`src/rtl/led_ctrl_pkg.sv`:
```
// rtl/led_ctrl_pkg.sv - shared widths, end positions and press FSM states for the LED bounce controller
package led_ctrl_pkg;

  localparam int SPEED_W = 2;
  localparam int POS_W   = 3;

  localparam logic [POS_W-1:0] POS_MIN = 3'd0;
  localparam logic [POS_W-1:0] POS_MAX = 3'd7;

  // Press FSM encoding kept as plain constants so older tools can consume it
  typedef logic [1:0] press_state_t;
  localparam press_state_t ST_IDLE      = 2'd0;
  localparam press_state_t ST_PRESSED   = 2'd1;
  localparam press_state_t ST_LONG_HELD = 2'd2;

endpackage

```
`src/rtl/button_debouncer.sv`:
```
// rtl/button_debouncer.sv - two-flop synchronizer plus stability counter for a raw push button
module button_debouncer #(
  parameter int DEBOUNCE_CYCLES = 8
) (
  input  logic clk,
  input  logic rst_n,
  input  logic btn_raw,
  output logic btn_db
);

  localparam int CNT_W = $clog2(DEBOUNCE_CYCLES + 1);

  logic             sync1;
  logic             sync2;
  logic [CNT_W-1:0] cnt;

  // Bring the asynchronous button into the clock domain
  always_ff @(posedge clk or negedge rst_n) begin
    if (!rst_n) begin
      sync1 <= 1'b0;
      sync2 <= 1'b0;
    end else begin
      sync1 <= btn_raw;
      sync2 <= sync1;
    end
  end

  // Adopt the new level only after DEBOUNCE_CYCLES consecutive differing samples
  always_ff @(posedge clk or negedge rst_n) begin
    if (!rst_n) begin
      cnt    <= '0;
      btn_db <= 1'b0;
    end else if (sync2 == btn_db) begin
      cnt <= '0;
    end else if (cnt == CNT_W'(DEBOUNCE_CYCLES - 1)) begin
      cnt    <= '0;
      btn_db <= sync2;
    end else begin
      cnt <= cnt + CNT_W'(1);
    end
  end

endmodule

```
`src/rtl/led_bounce_ctrl.sv`:
```
// rtl/led_bounce_ctrl.sv - button-driven run/speed control and step/direction strobes for the 8-LED bounce counter
module led_bounce_ctrl
  import led_ctrl_pkg::*;
#(
  parameter int DEBOUNCE_CYCLES   = 8,
  parameter int LONG_PRESS_CYCLES = 64,
  parameter int TICK_BASE         = 16
) (
  input  logic               clk,
  input  logic               rst_n,
  input  logic               push_button,
  input  logic [POS_W-1:0]   pos,
  output logic               step_en,
  output logic               dir_up,
  output logic               run,
  output logic [SPEED_W-1:0] speed_sel
);

  localparam int HOLD_W = $clog2(LONG_PRESS_CYCLES);
  localparam int TICK_W = $clog2(TICK_BASE * 8 + 1);

  logic              btn_db;
  press_state_t      state;
  logic [HOLD_W-1:0] hold_cnt;
  logic [TICK_W-1:0] tick_cnt;
  logic [TICK_W-1:0] period;
  logic              tick_wrap;
  logic              short_act;
  logic              long_act;

  button_debouncer #(
    .DEBOUNCE_CYCLES(DEBOUNCE_CYCLES)
  ) u_debouncer (
    .clk    (clk),
    .rst_n  (rst_n),
    .btn_raw(push_button),
    .btn_db (btn_db)
  );

  // Actions fire on the edge that leaves PRESSED; long fires as the hold count reaches its limit
  always_comb begin
    short_act = 1'b0;
    long_act  = 1'b0;
    if (state == ST_PRESSED) begin
      if (!btn_db) begin
        short_act = 1'b1;
      end else if (hold_cnt == HOLD_W'(LONG_PRESS_CYCLES - 2)) begin
        long_act = 1'b1;
      end
    end
  end

  // Press classification FSM on the debounced level
  always_ff @(posedge clk or negedge rst_n) begin
    if (!rst_n) begin
      state    <= ST_IDLE;
      hold_cnt <= '0;
    end else begin
      case (state)
        ST_IDLE: begin
          if (btn_db) begin
            state    <= ST_PRESSED;
            hold_cnt <= '0;
          end
        end
        ST_PRESSED: begin
          hold_cnt <= hold_cnt + HOLD_W'(1);
          if (short_act) begin
            state <= ST_IDLE;
          end else if (long_act) begin
            state <= ST_LONG_HELD;
          end
        end
        ST_LONG_HELD: begin
          if (!btn_db) begin
            state <= ST_IDLE;
          end
        end
        default: state <= ST_IDLE;
      endcase
    end
  end

  // Short press toggles run, long press advances the speed with wrap
  always_ff @(posedge clk or negedge rst_n) begin
    if (!rst_n) begin
      run       <= 1'b0;
      speed_sel <= '0;
    end else begin
      if (short_act) begin
        run <= ~run;
      end
      if (long_act) begin
        speed_sel <= speed_sel + SPEED_W'(1);
      end
    end
  end

  assign period    = TICK_W'(TICK_BASE) << speed_sel;
  assign tick_wrap = (tick_cnt == period - TICK_W'(1));

  // Step tick: a speed change restarts the period and suppresses a coincident strobe
  always_ff @(posedge clk or negedge rst_n) begin
    if (!rst_n) begin
      tick_cnt <= '0;
      step_en  <= 1'b0;
    end else if (long_act || !run) begin
      tick_cnt <= '0;
      step_en  <= 1'b0;
    end else begin
      step_en  <= tick_wrap;
      tick_cnt <= tick_wrap ? '0 : tick_cnt + TICK_W'(1);
    end
  end

  // Reverse at the end positions reported back by the counter
  always_ff @(posedge clk or negedge rst_n) begin
    if (!rst_n) begin
      dir_up <= 1'b1;
    end else if (pos == POS_MAX) begin
      dir_up <= 1'b0;
    end else if (pos == POS_MIN) begin
      dir_up <= 1'b1;
    end
  end

endmodule
```
`config.mk`:
```
export PLATFORM = sky130hd
export DESIGN_NAME = led_bounce_ctrl
export DESIGN_NICKNAME = d
export VERILOG_FILES = /design/src/rtl/led_ctrl_pkg.sv /design/src/rtl/button_debouncer.sv /design/src/rtl/led_bounce_ctrl.sv
export SDC_FILE = /design/constraint.sdc
export NUM_CORES = 1
export LEC_CHECK = 0
export BUFFER_PORTS_ARGS = -buffer_cell sky130_fd_sc_hd__buf_2
export CORE_AREA = 2 2 61 63
export CTS_BUF_LIST = sky130_fd_sc_hd__clkbuf_4
export CTS_CLUSTER_DIAMETER = 30
export DETAILED_ROUTE_END_ITERATION = 10
export DIE_AREA = 0 0 63 65
export GPL_ROUTABILITY_DRIVEN = 0
export HOLD_SLACK_MARGIN = 0.1
export PLACE_DENSITY = 0.64
export SLEW_MARGIN = 10
export SYNTH_ARGS = -nofsm -noshare
export SYNTH_HDL_FRONTEND = slang
export SYNTH_SLANG_ARGS = --single-unit
export TNS_END_PERCENT = 5
```
`constraint.sdc`:
```
create_clock -name clk -period 2.15 [get_ports clk]
set_input_delay 0.215 -clock clk [delete_from_list [all_inputs] [get_ports clk]]
set_output_delay 0.215 -clock clk [all_outputs]
set_load 0.005 [all_outputs]
```
==> results of run 1 <==
==> state kept, by name, indices dropped and copies added (netlist names) <==
| signal | cells |
|---|---|
| u_debouncer.btn_db | 1 |
| u_debouncer.cnt | 4 |
| dir_up | 1 |
| state | 2 |
| u_debouncer.sync1 | 1 |
| hold_cnt | 6 |
| speed_sel | 2 |
| step_en | 1 |
| u_debouncer.sync2 | 1 |
| tick_cnt | 8 |
| run | 1 |
==> per-stage QoR <==
step                cells  setup slack [ps]  hold slack, ps
floorplan             124               675           -80.6
global placement      181               593             255
detailed placement    181               586             265
CTS                   188               527             111
global route          188               448             147
finish                188               533             123
==> where the power goes <==
group / internal (mW) / switching, mW / total [mW]
combinational: 0.165 / 0.174 / 0.338
clock: 0.0680 / 0.144 / 0.212
sequential: 0.618 / 0.0891 / 0.707
==> cell usage in the layout (no fill, tap or decap), types with 3 or more instances in the layout <==
| cell | instances |
|---|---|
| sky130_fd_sc_hd__clkbuf_4 | 3 |
| sky130_fd_sc_hd__xor2_1 | 4 |
| sky130_fd_sc_hd__nand4_1 | 4 |
| sky130_fd_sc_hd__nand3_1 | 9 |
| sky130_fd_sc_hd__nand2b_1 | 3 |
| sky130_fd_sc_hd__nor2_1 | 15 |
| sky130_fd_sc_hd__buf_2 | 10 |
| sky130_fd_sc_hd__inv_1 | 5 |
| sky130_fd_sc_hd__and3_1 | 3 |
| sky130_fd_sc_hd__nand2_1 | 9 |
| sky130_fd_sc_hd__dlygate4sd3_1 | 3 |
| sky130_fd_sc_hd__a21oi_1 | 3 |
| sky130_fd_sc_hd__dfrtp_1 | 27 |
| sky130_fd_sc_hd__o21ai_0 | 6 |
| sky130_fd_sc_hd__xnor2_1 | 8 |
| sky130_fd_sc_hd__ha_1 | 8 |
==> cell type report <==
cell class	instances	area [sq um]	share of cell area, %
clock buffer	3	22.5	1.52
sequential	28	702	47.2
multi-input combinational	90	599	40.3
timing repair buffer	13	80.1	5.39
inverter	5	18.8	1.26
tap	48	60.1	4.04
clock inverter	1	3.75	0.253
==> how the worst min path moves through the flow <==
stage                             end  slack [ps]   start  cells after the start
final                          dir_up         120  pos[2]                      4
after global routing           dir_up         150  pos[0]                      4
after CTS                      dir_up         110  pos[0]                      4
after detailed placement  tick_cnt[7]         270   rst_n                      1
after global placement    tick_cnt[5]         260   rst_n                      1
after floorplan           hold_cnt[0]         -80   rst_n                      0
==> cell usage after synthesis, drive strengths merged <==
| cell | number | area share, % |
|---|---|---|
| dfrtp | 27 | 51 |
| nor2 | 15 | 4.2 |
| nand2 | 9 | 2.5 |
| nand3 | 9 | 3.4 |
| ha | 8 | 7.5 |
| o21ai | 8 | 3.0 |
| xnor2 | 8 | 5.3 |
| inv | 5 | 1.4 |
| nand4 | 4 | 1.9 |
| xor2 | 4 | 2.6 |
| a21oi | 3 | 1.1 |
| and3 | 3 | 1.4 |
| nand2b | 3 | 1.4 |
| and4 | 2 | 1.3 |
| mux2i | 2 | 1.5 |
| nor2b | 2 | 0.94 |
| nor3 | 2 | 0.75 |
| a311oi | 1 | 0.66 |
| a31o | 1 | 1.3 |
| a41o | 1 | 0.75 |
| and2 | 1 | 0.66 |
| buf | 1 | 0.85 |
| dfstp | 1 | 2.0 |
| mux2 | 1 | 0.85 |
| or2 | 1 | 0.47 |
| or2b | 1 | 0.56 |
| or3b | 1 | 0.85 |
==> worst min-delay path: cells and delay by family <==
family / cells / cell delay, ps
compound gates: 1 / 50
buf+inv: 1 / 90
simple gates: 2 / 110
==> cells by family after synthesis <==
group / after synthesis / synth area share (%)
compound gates: 14 / 6.86
xor+xnor: 12 / 7.89
flops: 28 / 52.7
mux: 3 / 2.35
simple gates: 53 / 20.4
fa+ha+maj: 8 / 7.52
buf+inv: 6 / 2.26
==> routing by layer <==
metal  up-vias  GRT usage [%]  part of all wire [%]
met1       436           15.4                    46
met5         -              0                     0
met3         4           2.08                   3.0
met4         0           4.17                   1.5
li1        452              -                     -
met2        13           21.5                    49
==> flow_summary_export.csv, run 1 <==
group,metric,value,unit
floorplanning,core.rowCount,22,
setup_path,setup.worst_path.end_class,"register",
global_route,grt_pass1_vias,945,
cts,total_setup_buffers_inserted_after_cts,0,
global_route,grt.total_usage,12.3,%
setup_path,worstSetupEndpoint,"tick_cnt[4]",
global_route,wire_length_of_the_first_global_routing_pass,4060,um
cts,clk_pin_slew_worst_paths,140,ps
timing,setup_total_neg_slack,0,ps
placement,placement.cell_area,0.00143,sq mm
setup_path,slowest_stage,"sky130_fd_sc_hd__dfrtp_1",
finish,finalNetCount,155,
global_route,antenna_violations_before_repair,0,
setup_path,capture_point_of_the_worst_reg_to_reg_path,"tick_cnt[4]",
timing,finalMaxSlewViolations,0,
floorplanning,floorplan.initialDensity,38.1,%
synthesis,postSynthNetCount,138,
setup_path,timing.critical_path.max_delay_family,"compound AO/OA/AOI/OAI gates",
setup_path,rr_worst_depth,6,
setup_path,worst-endpoint-required,2410,ps
floorplanning,design.die.area,0.00410,sq mm
finish,area_growth,11.7,%
finish,insertedDiodeCount,0,
global_route,global_route.overflow_total,0,
timing,finalSetupViolations,0,
floorplanning,coreArea,0.00350,sq mm
timing,hold_viol_final,0,
cts,cts_resized,0,
synthesis,seq_area_frac_synth,52.7,%
cts,cts_tree,"done",
synthesis,synth_seq_cells,28,
setup_path,critical-path-max-stage-delay,430,ps
finish,fillerInstances,339,
drt,wl_per_cell,11.6,um
drt,drc_errors,0,
power,p_total,1.26,mW
timing,worstMarginPinSlew,613,ps
global_route,grt_max_degree,29,
setup_path,worst_setup_path_startpoint,"hold_cnt[0]",
drt,detail_route.iter0.violations,55,
cts,cts.hold.buffers_added,3,
synthesis,ys.warnings.count,0,
floorplanning,die_h,65,um
finish,final_layout_size_suffix_gt1_share,13.6,%
synthesis,syn_area_per_cell,10.7,sq um
synthesis,synth.lib_cells_used.distinct,28,
synthesis,syn_inst,124,
cts,root_buffer,"sky130_fd_sc_hd__clkbuf_4",
power,worst_ir_drop_vdd,0.377,mV
cts,buffer_levels_on_the_longest_clock_path,2,
floorplanning,die_width,63,um
finish,post-route-util,42.5,%
power,power-per-cell-area,846,mW/mm^2
cts,worst_skew_pair.late_latency,320,ps
timing,timing.fmax,618,MHz
drt,routed_wirelength,2180,um
drt,antenna_violating_nets_left,0,
floorplanning,io_pins,11,
finish,layout.cell_area.non_filler,0.00149,sq mm
setup_path,worstPathMaxFanout,6,
placement,numPortBuffers,10,
timing,timing.max_slew.rel_slack,59.1,%
drt,vias,905,
setup_path,worst-path-stages,6,
setup_path,crit_buf_inv,1,
status,status,"complete, no violations",
setup_path,startpoint_of_the_most_critical_register_to_register_path,"hold_cnt[0]",
setup_path,worstPathArrival,1870,ps
placement,hpwlAfterDp,1600,um
setup_path,crit_path_start_kind,"register",
timing,clock-skew-final,6.98,ps
timing,layout_min_cycle_time,1620,ps
synthesis,syn-cell-area,0.00133,sq mm
setup_path,critical_path_class,"register to register",
cts,numClockSinks,28,
setup_path,worst-r2r-setup-slack,530,ps
timing,setup_repair_after_global_routing_missed_its_margin,"no",
cts,cts_buffers,3,
drt,vias_per_cell,4.81,
timing,timing.final.crit_share,75.2,%
drt,detail_route.first_pass.iterations,4,
setup_path,chain_of_cells_forming_the_critical_path,"inv_1 > ha_1 > and4_1 > a41o_1 > a31o_4 > nor2_1",
hold_path,hold_path_class,"input pin to register",
power,cellLeakagePower,0.712,nW
cts,cts_htree_levels,1,
job,maxCapViolations,0,
Power figures use the tool's default switching activity.
==> inputs of run 2 (changes only) <==
PLACE_DENSITY = 0.66   (was 0.64)
clock period = 1.32 ns   (was 2.15 ns; I/O delays follow)
==> flow_summary_export.csv, run 2 (same netlist as run 1, synthesis figures left out) <==
group,metric,value,unit
setup_path,worstPathMaxFanout,6,
timing,finalMaxSlewViolations,0,
placement,numPortBuffers,10,
cts,cts_buffers,3,
power,cellLeakagePower,0.804,nW
global_route,wire_length_of_the_first_global_routing_pass,4360,um
drt,antenna_violating_nets_left,0,
cts,clk_pin_slew_worst_paths,150,ps
drt,vias,986,
floorplanning,floorplan.initialDensity,38.1,%
setup_path,worst-r2r-setup-slack,-180,ps
drt,drc_errors,0,
timing,clock-skew-final,7.46,ps
timing,timing.max_slew.rel_slack,60.0,%
timing,hold_viol_final,0,
floorplanning,design.die.area,0.00410,sq mm
placement,hpwlAfterDp,1760,um
finish,insertedDiodeCount,0,
global_route,grt_pass1_vias,997,
timing,setup_repair_after_global_routing_missed_its_margin,"yes",
setup_path,critical_path_class,"register to register",
timing,setup_total_neg_slack,-1320,ps
floorplanning,die_h,65,um
drt,detail_route.iter0.violations,37,
finish,sequential_cell_area,704,sq um
global_route,global_route.overflow_total,0,
finish,commonest_cells_after_routing_fill_and_taps_aside,"25 x sky130_fd_sc_hd__dfrtp_1, 15 x sky130_fd_sc_hd__nor2_1, 15 x sky130_fd_sc_hd__buf_4",
cts,numClockSinks,28,
floorplanning,core.rowCount,22,
finish,largest_registers,"tick_cnt x8, hold_cnt x6, u_debouncer.cnt x4",
global_route,grt_max_degree,29,
setup_path,rr_worst_depth,6,
finish,fillerInstances,334,
global_route,grt.total_usage,13.6,%
drt,routed_wirelength,2390,um
timing,finalSetupViolations,11,
setup_path,startpoint_of_the_most_critical_register_to_register_path,"speed_sel[1]",
timing,worstMarginPinSlew,600,ps
finish,largest_reg_flops,8,
floorplanning,die_width,63,um
status,violations_in_the_final_reports,"negative setup slack",
cts,cts_htree_levels,1,
finish,mostFrequentLayoutCell,"sky130_fd_sc_hd__dfrtp_1",
drt,wl_per_cell,11.6,um
floorplanning,coreArea,0.00350,sq mm
hold_path,hold_path_class,"input pin to asynchronous set/reset pin",
setup_path,capture_point_of_the_worst_reg_to_reg_path,"tick_cnt[4]",
setup_path,worst-endpoint-required,1550,ps
setup_path,setup.worst_path.end_class,"register",
cts,buffer_levels_on_the_longest_clock_path,2,
setup_path,crit_path_start_kind,"register",
drt,detail_route.first_pass.iterations,4,
timing,hold_slack,320,ps
status,status,"finished with violations",
power,worst_ir_drop_vdd,0.549,mV
timing,layout_min_cycle_time,1500,ps
cts,root_buffer,"sky130_fd_sc_hd__clkbuf_4",
job,maxCapViolations,0,
drt,vias_per_cell,4.79,
timing,timing.final.crit_share,113,%
cts,worst_skew_pair.late_latency,330,ps
finish,area_growth,28.9,%
finish,final_layout_size_suffix_gt1_share,32.3,%
power,power-per-cell-area,1430,mW/mm^2
timing,layout_setup_ws,-177,ps
cts,cts_tree,"done",
timing,timing.fmax,668,MHz
finish,largest_register,"tick_cnt",
floorplanning,io_pins,11,
setup_path,worstPathArrival,1730,ps
global_route,antenna_violations_before_repair,0,
finish,multi_input_comb_area,656,sq um
finish,finalNetCount,173,
cts,total_setup_buffers_inserted_after_cts,0,
[run 2: final cells by class]
cell class	count	share of cell area [%]
Timing Repair Buffer	31	13.1
Sequential cell	28	41.1
Inverter	5	1.09
Clock buffer	3	1.31
Tap cell	48	3.50
Clock inverter	1	1.75
Multi-Input combinational cell	90	38.2
[run 2: critical path: stages (launching register included)]
cell and delay, ps:
sky130_fd_sc_hd__dfrtp_2 480, sky130_fd_sc_hd__inv_2 80, sky130_fd_sc_hd__ha_2 180, sky130_fd_sc_hd__xnor2_2 120, sky130_fd_sc_hd__mux2i_2 280, sky130_fd_sc_hd__a31o_4 220, sky130_fd_sc_hd__nor2_1 50
[run 2: metrics by stage]
step                setup slack, ps  cell area (sq um)  total power, mW  instances  util, %
floorplan                     -93.2               1360             1.58        124        -
global placement               -110               1580             1.84        197     45.1
detailed placement             -199               1580             1.87        197     45.1
CTS                            -175               1700             2.45        206     48.6
global route                   -260               1720             2.63        206     49.1
finish                         -177               1720             2.46        206     49.1
[run 2: worst max-delay path by stage]
stage,start,endpoint,depth (start not counted)
floorplan,speed_sel[1],tick_cnt[4],6
global placement,speed_sel[0],tick_cnt[4],5
detailed placement,speed_sel[1],tick_cnt[6],6
CTS,speed_sel[1],tick_cnt[4],6
global route,speed_sel[1],tick_cnt[4],6
finish,speed_sel[1],tick_cnt[4],6
[run 2: routing by layer]
layer  share of wire [%]  GRT usage [%]  vias up
met1                  43           15.3      478
met4                 1.6           6.67        0
met3                 2.8           2.08        4
li1                    -              -      489
met5                   0              0        -
met2                  52           25.0       15
[run 2: report_power, final]
group	internal, mW	switching, mW
logic	0.420	0.373
registers	1.01	0.104
clock network	0.307	0.249
total	1.73	0.726
[run 2: what timing repair did]
| action | 4_1_cts | 5_1_grt |
|---|---|---|
| hold buffers | 5 | 0 |
| gates resized for setup | 6 | 7 |
| endpoints found under the setup margin | 11 | 18 |
| pin swaps | 7 | 0 |
| endpoints found under the hold margin | 29 | 0 |
